==> src/rtl/ascon_perm_unit.sv <==
// Ascon permutation coprocessor: 320-bit state behind a 32-bit word port, running p^a
// with ROUNDS_PER_CYCLE unrolled rounds per clock.
module ascon_perm_unit #(
  parameter int unsigned ROUNDS_PER_CYCLE = 1,
  parameter bit          LOGIC_GATING     = 1'b1
) (
  input  logic        clk_i,
  input  logic        rst_ni,
  input  logic        req_i,
  input  logic [1:0]  op_i,
  input  logic [3:0]  idx_i,
  input  logic [31:0] data_i,
  input  logic [3:0]  nrounds_i,
  output logic        ready_o,
  output logic        valid_o,
  output logic [31:0] result_o,
  output logic        busy_o
);

  typedef enum logic [0:0] {StIdle, StRun} fsm_e;
  typedef logic [4:0][63:0] state_t;

  localparam logic [1:0] OpWrite = 2'b00;
  localparam logic [1:0] OpXor   = 2'b01;
  localparam logic [1:0] OpPerm  = 2'b10;
  localparam logic [1:0] OpRead  = 2'b11;

  function automatic logic [63:0] rotr(input logic [63:0] v, input int unsigned p);
    return (v >> p) | (v << (64 - p));
  endfunction

  // One full round: constant add, bitsliced S-box, linear diffusion layer.
  function automatic state_t ascon_round(input state_t s, input logic [3:0] r);
    logic [63:0] x0, x1, x2, x3, x4;
    logic [63:0] t0, t1, t2, t3, t4;
    state_t      o;
    x0 = s[0];
    x1 = s[1];
    x2 = s[2] ^ {56'h0, 4'hF - r, r};
    x3 = s[3];
    x4 = s[4];
    x0 = x0 ^ x4;
    x4 = x4 ^ x3;
    x2 = x2 ^ x1;
    t0 = ~x0 & x1;
    t1 = ~x1 & x2;
    t2 = ~x2 & x3;
    t3 = ~x3 & x4;
    t4 = ~x4 & x0;
    x0 = x0 ^ t1;
    x1 = x1 ^ t2;
    x2 = x2 ^ t3;
    x3 = x3 ^ t4;
    x4 = x4 ^ t0;
    x1 = x1 ^ x0;
    x0 = x0 ^ x4;
    x3 = x3 ^ x2;
    x2 = ~x2;
    o[0] = x0 ^ rotr(x0, 19) ^ rotr(x0, 28);
    o[1] = x1 ^ rotr(x1, 61) ^ rotr(x1, 39);
    o[2] = x2 ^ rotr(x2, 1)  ^ rotr(x2, 6);
    o[3] = x3 ^ rotr(x3, 10) ^ rotr(x3, 17);
    o[4] = x4 ^ rotr(x4, 7)  ^ rotr(x4, 41);
    return o;
  endfunction

  fsm_e        fsm_q, fsm_d;
  state_t      x_q, x_d, perm_out;
  logic [3:0]  rnd_q, rnd_d, rem_q, rem_d, step;
  logic        valid_q, valid_d;
  logic [31:0] result_q, result_d;

  logic        fire;
  logic [31:0] din;
  logic [3:0]  widx;
  logic [2:0]  lane;
  logic        idx_ok;
  logic [31:0] word_rd;
  logic [3:0]  nr_eff;

  assign ready_o  = (fsm_q == StIdle);
  assign busy_o   = ~ready_o;
  assign valid_o  = valid_q;
  assign result_o = result_q;
  assign fire     = req_i & ready_o;

  if (LOGIC_GATING) begin : g_gate
    assign din  = data_i & {32{fire}};
    assign widx = idx_i & {4{fire}};
  end else begin : g_nogate
    assign din  = data_i;
    assign widx = idx_i;
  end

  assign lane   = widx[3:1];
  assign idx_ok = (widx < 4'd10);
  assign nr_eff = (nrounds_i > 4'd12) ? 4'd12 : nrounds_i;

  // The second unrolled round is only taken while at least two rounds remain.
  if (ROUNDS_PER_CYCLE == 2) begin : g_two
    state_t one_out, two_out;
    assign one_out  = ascon_round(x_q, rnd_q);
    assign two_out  = ascon_round(one_out, rnd_q + 4'd1);
    assign step     = (rem_q >= 4'd2) ? 4'd2 : 4'd1;
    assign perm_out = (step == 4'd2) ? two_out : one_out;
  end else begin : g_one
    assign step     = 4'd1;
    assign perm_out = ascon_round(x_q, rnd_q);
  end

  always_comb begin
    fsm_d    = fsm_q;
    x_d      = x_q;
    rnd_d    = rnd_q;
    rem_d    = rem_q;
    valid_d  = 1'b0;
    result_d = result_q;
    word_rd  = '0;
    if (idx_ok) begin
      word_rd = widx[0] ? x_q[lane][63:32] : x_q[lane][31:0];
    end
    unique case (fsm_q)
      StIdle: begin
        if (fire) begin
          unique case (op_i)
            OpWrite, OpXor: begin
              if (idx_ok) begin
                if (widx[0]) begin
                  x_d[lane][63:32] = (op_i == OpXor) ? (word_rd ^ din) : din;
                end else begin
                  x_d[lane][31:0] = (op_i == OpXor) ? (word_rd ^ din) : din;
                end
              end
            end
            OpRead: begin
              result_d = word_rd;
              valid_d  = 1'b1;
            end
            OpPerm: begin
              if (nr_eff == 4'd0) begin
                valid_d  = 1'b1;
                result_d = '0;
              end else begin
                rnd_d = 4'd12 - nr_eff;
                rem_d = nr_eff;
                fsm_d = StRun;
              end
            end
            default: ;
          endcase
        end
      end
      StRun: begin
        x_d   = perm_out;
        rnd_d = rnd_q + step;
        rem_d = rem_q - step;
        if (rem_q == step) begin
          fsm_d    = StIdle;
          valid_d  = 1'b1;
          result_d = '0;
        end
      end
      default: fsm_d = StIdle;
    endcase
  end

  always_ff @(posedge clk_i or negedge rst_ni) begin
    if (!rst_ni) begin
      fsm_q    <= StIdle;
      x_q      <= '0;
      rnd_q    <= '0;
      rem_q    <= '0;
      valid_q  <= 1'b0;
      result_q <= '0;
    end else begin
      fsm_q    <= fsm_d;
      x_q      <= x_d;
      rnd_q    <= rnd_d;
      rem_q    <= rem_d;
      valid_q  <= valid_d;
      result_q <= result_d;
    end
  end

endmodule
==> config.mk <==
export PLATFORM = sky130hd
export DESIGN_NAME = ascon_perm_unit
export DESIGN_NICKNAME = d
export VERILOG_FILES = /design/src/rtl/ascon_perm_unit.sv
export SDC_FILE = /design/constraint.sdc
export NUM_CORES = 2
export LEC_CHECK = 0
export ABC_AREA = 1
export CAP_MARGIN = 40
export CORE_ASPECT_RATIO = 0.5
export CORE_MARGIN = 4
export CORE_UTILIZATION = 30
export CTS_BUF_LIST = sky130_fd_sc_hd__clkbuf_4
export CTS_CLUSTER_DIAMETER = 80
export CTS_CLUSTER_SIZE = 28
export DETAILED_ROUTE_END_ITERATION = 10
export PLACE_DENSITY_LB_ADDON = 0.05
export SETUP_SLACK_MARGIN = 0.15
export SYNTH_ARGS = -nofsm -noshare
export SYNTH_HDL_FRONTEND = slang
export SYNTH_SLANG_ARGS = --single-unit
==> constraint.sdc <==
create_clock -name clk_i -period 3.2 [get_ports clk_i]
set_input_delay 0.64 -clock clk_i [delete_from_list [all_inputs] [get_ports clk_i]]
set_output_delay 0.64 -clock clk_i [all_outputs]
set_load 0.05 [all_outputs]
==> flow_summary_export.csv <==
group,metric,value,unit
placement,placed_cells,9953,
grt,grt_pass1_vias,48480,
finish,area_of_the_multi_input_gates,0.02891,mm²
critical_path,ff2ff_setup_slack,180,ps
drt,detail_route.vias_per_cell,5.689,
job,maxcap_viol_count,0,
drt,detailed_route_wire_length_per_cell,34.48,µm
synth,post_synth_most_frequent_cells,"sky130_fd_sc_hd__nand2_1 (2,749), sky130_fd_sc_hd__nand3_1 (1,200), sky130_fd_sc_hd__inv_1 (931)",
synth,top_count_cell_post_synth,"sky130_fd_sc_hd__nand2_1",
placement,pre_cts_ws,-64.52,ps
finish,area_growth_syn_to_layout,23.64,%
synth,netlist_area,0.04252,mm²
drt,drc,0,
drt,drt-total-wl,346.5,mm
drt,postRouteAntennaNets,0,
finish,register_area,0.009067,mm²
drt,total_via_count_after_detailed_routing,57160,
synth,synth_top_flop_cell,"sky130_fd_sc_hd__dfrtp_1",
die,io_pins,80,
critical_path,critical-path-max-stage-delay,750,ps
critical_path,cp-start-kind,"register",
worst_hold_path,hp-class,"input pin to register",
critical_path,worst-endpoint-arrival,2450,ps
clock_network,cts_tree,"yes",
timing,fmax,323.9,MHz
synth,netlist-cell-type-count,37,
grt,gr-total-overflow,0,
die,horizontal_die_dimension,540.4,µm
timing,tightest_slew,1034,ps
clock_network,numCtsBuffers,29,
clock_network,clock_sink_count,362,
critical_path,critical_path_required,2560,ps
timing,worst_clock_skew,130.1,ps
timing,tns,0,ps
finish,layout.nets,8289,
synth,synth_top_cell_area_share,24.27,%
synth,number_of_storage_elements_in_the_synthesis_netlist,362,
synth,synth_seq_area_share,21.30,%
critical_path,cpMaxStageDelayCell,"sky130_fd_sc_hd__clkdlybuf4s15_1",
timing,finalCriticalPeriod,3088,ps
grt,wire_length_of_the_first_global_routing_pass,449.8,mm
placement,numPortBuffers,79,
synth,syn_inst,7482,
die,initial_standard_cell_utilization_of_the_core,30.28,%
die,floorplan.die_area,0.1482,mm²
synth,synth.yosys.warnings,0,
placement,dp_wirelength,285.0,mm
synth,synthesis.nets,7659,
drt,drt_iter0_drc,9778,
synth,post_synth.cell_area_avg,5.683,µm²
critical_path,timing.critical_path.cells,"clkdlybuf4s15_1",
clock_network,htree_num_levels,1,
critical_path,critPathKind,"register to primary output",
die,rows,97,
critical_path,path_buf_inv,1,
finish,layout.filler_cells,15860,
drt,drtPass1Iterations,8,
grt,gr-usage-all-layers,45.03,%
synth,synth-edff-count,0,
timing,report.final.setup_viol,0,
critical_path,critical_path.max_fanout,2,
finish,post_layout_nonfiller_instances,10050,
clock_network,buffer_levels_on_the_longest_clock_path,3,
critical_path,crit_family,"buffers and inverters",
timing,setup_ws,112.5,ps
grt,largest_net_degree_at_the_start_of_global_routing,126,
timing,finalHoldViolCount,0,
synth,proportion_of_synthesized_flip_flops_having_asynchronous_set_or_reset,100.0,%
critical_path,critPathCaptureType,"primary output",
die,core,0.1404,mm²
clock_network,ctsRootBufferMaster,"sky130_fd_sc_hd__clkbuf_4",
grt,antenna_found_initial,43,
timing,fin_hold_ws,178.4,ps
timing,setup_repair_after_global_routing_missed_its_margin,"yes",
die,die_y_extent,274.2,µm
synth,synth_top_cells_by_area,"sky130_fd_sc_hd__nand2_1 (24%), sky130_fd_sc_hd__dfrtp_1 (21%), sky130_fd_sc_hd__nand3_1 (14%), sky130_fd_sc_hd__inv_1 (8.2%), sky130_fd_sc_hd__xor2_1 (5.1%)",
timing,final_max_slew_viol_count,0,
clock_network,worst_skew_pair.late_latency,1250,ps
outcome,result_of_the_run,"finished clean",
timing,min_period_over_period,96.49,%
clock_network,cts.clk_slew.worst_paths,280,ps
placement,gp_routability_congestion,1.137,
timing,max-slew-margin-rel,31.08,%
finish,share_of_post_route_cells_with_drive_strength_above_1,11.84,%
synth,post-synth-top-area-cell,"sky130_fd_sc_hd__nand2_1",
-- cells in the final DEF, fill, tap and decap left out, types with 14 or more instances in the layout --
cell                              count
sky130_fd_sc_hd__a21oi_1            342
sky130_fd_sc_hd__nor2_4              17
sky130_fd_sc_hd__clkbuf_4            29
sky130_fd_sc_hd__xor2_1             248
sky130_fd_sc_hd__nand2_1           2745
sky130_fd_sc_hd__dfrtp_1            357
sky130_fd_sc_hd__inv_1              926
sky130_fd_sc_hd__xnor2_1            181
sky130_fd_sc_hd__nand4_1             65
sky130_fd_sc_hd__buf_12              96
sky130_fd_sc_hd__clkdlybuf4s15_2     14
sky130_fd_sc_hd__a32o_1              33
sky130_fd_sc_hd__nor2_1             396
sky130_fd_sc_hd__diode_2             31
sky130_fd_sc_hd__o21ai_1             78
sky130_fd_sc_hd__o21ai_0            349
sky130_fd_sc_hd__clkdlybuf4s50_1     41
sky130_fd_sc_hd__nand2_2             36
sky130_fd_sc_hd__o21bai_1            15
sky130_fd_sc_hd__ha_1               132
sky130_fd_sc_hd__buf_4              701
sky130_fd_sc_hd__nand3b_1            36
sky130_fd_sc_hd__nand3_1           1199
-- final timing paths --
check / endpoint / cells past startpoint / start
hold / removal: rnd_q[3] / 4 / nrounds_i[1]
min in group asynchronous: x_q[67] / 3 / rst_ni
hold reg to reg: result_o[27] / 1 / result_o[27]
setup reg to reg: x_q[53] / 14 / x_q[273]
setup / recovery: result_o[6] / 1 / result_o[6]
max in group asynchronous: x_q[55] / 4 / rst_ni
-- metrics by stage --
step | cell area, µm² | utilization (%)
after global routing | 52510 | 37.40
after CTS | 52400 | 37.32
after global placement | 51660 | 36.79
after detailed placement | 51730 | 36.84
after floorplan | 42520 | -
final | 52570 | 37.44
-- timing repair --
action,in CTS,in global routing
hold endpoints to repair,346,0
setup endpoints to repair,35,31
pin swaps,0,1
setup buffers,2,3
gates resized for setup,72,16
cloned,1,0
hold buffers,3,0
-- state kept, by name (all words and copies together) (netlist names) --
register,cells
x_q,320
result_o,32
rem_q,4
rnd_q,4
busy_o,1
valid_o,1
-- layer usage --
metal,global-route usage (%),routed length (µm)
met1,64.98,154600
met2,55.46,120100
met3,24.71,60370
met4,12.31,11340
met5,0,114
-- area by class of cell --
cell class	instances	share of cell area [%]
timing repair buffer	879	15.36
clock buffer	29	0.4141
antenna	31	0.1476
clock inverter	25	0.6379
multi-input combinational	5901	54.99
inverter	939	6.721
sequential	362	17.25
tap	1881	4.477
-- logic make-up after synthesis --
| logic type | synth area share [%] |
|---|---|
| XOR/XNOR | 8.940 |
| buffers and inverters | 11.08 |
| AND/OR/NAND/NOR | 44.46 |
| adder cells (fa/ha/maj) | 3.884 |
| AO/OA/AOI/OAI | 10.33 |
| flip-flops | 21.30 |
-- tightest hold or removal path, stage by stage --
cell                              delay [ps]
sky130_fd_sc_hd__clkdlybuf4s50_1         470
sky130_fd_sc_hd__o21ai_0                 110
sky130_fd_sc_hd__nand3_1                  90
sky130_fd_sc_hd__a31oi_1                  80
Power is left out: the tool's default activity adds up to more than one toggle a clock period on the data nets, which glitch-free logic cannot reach.
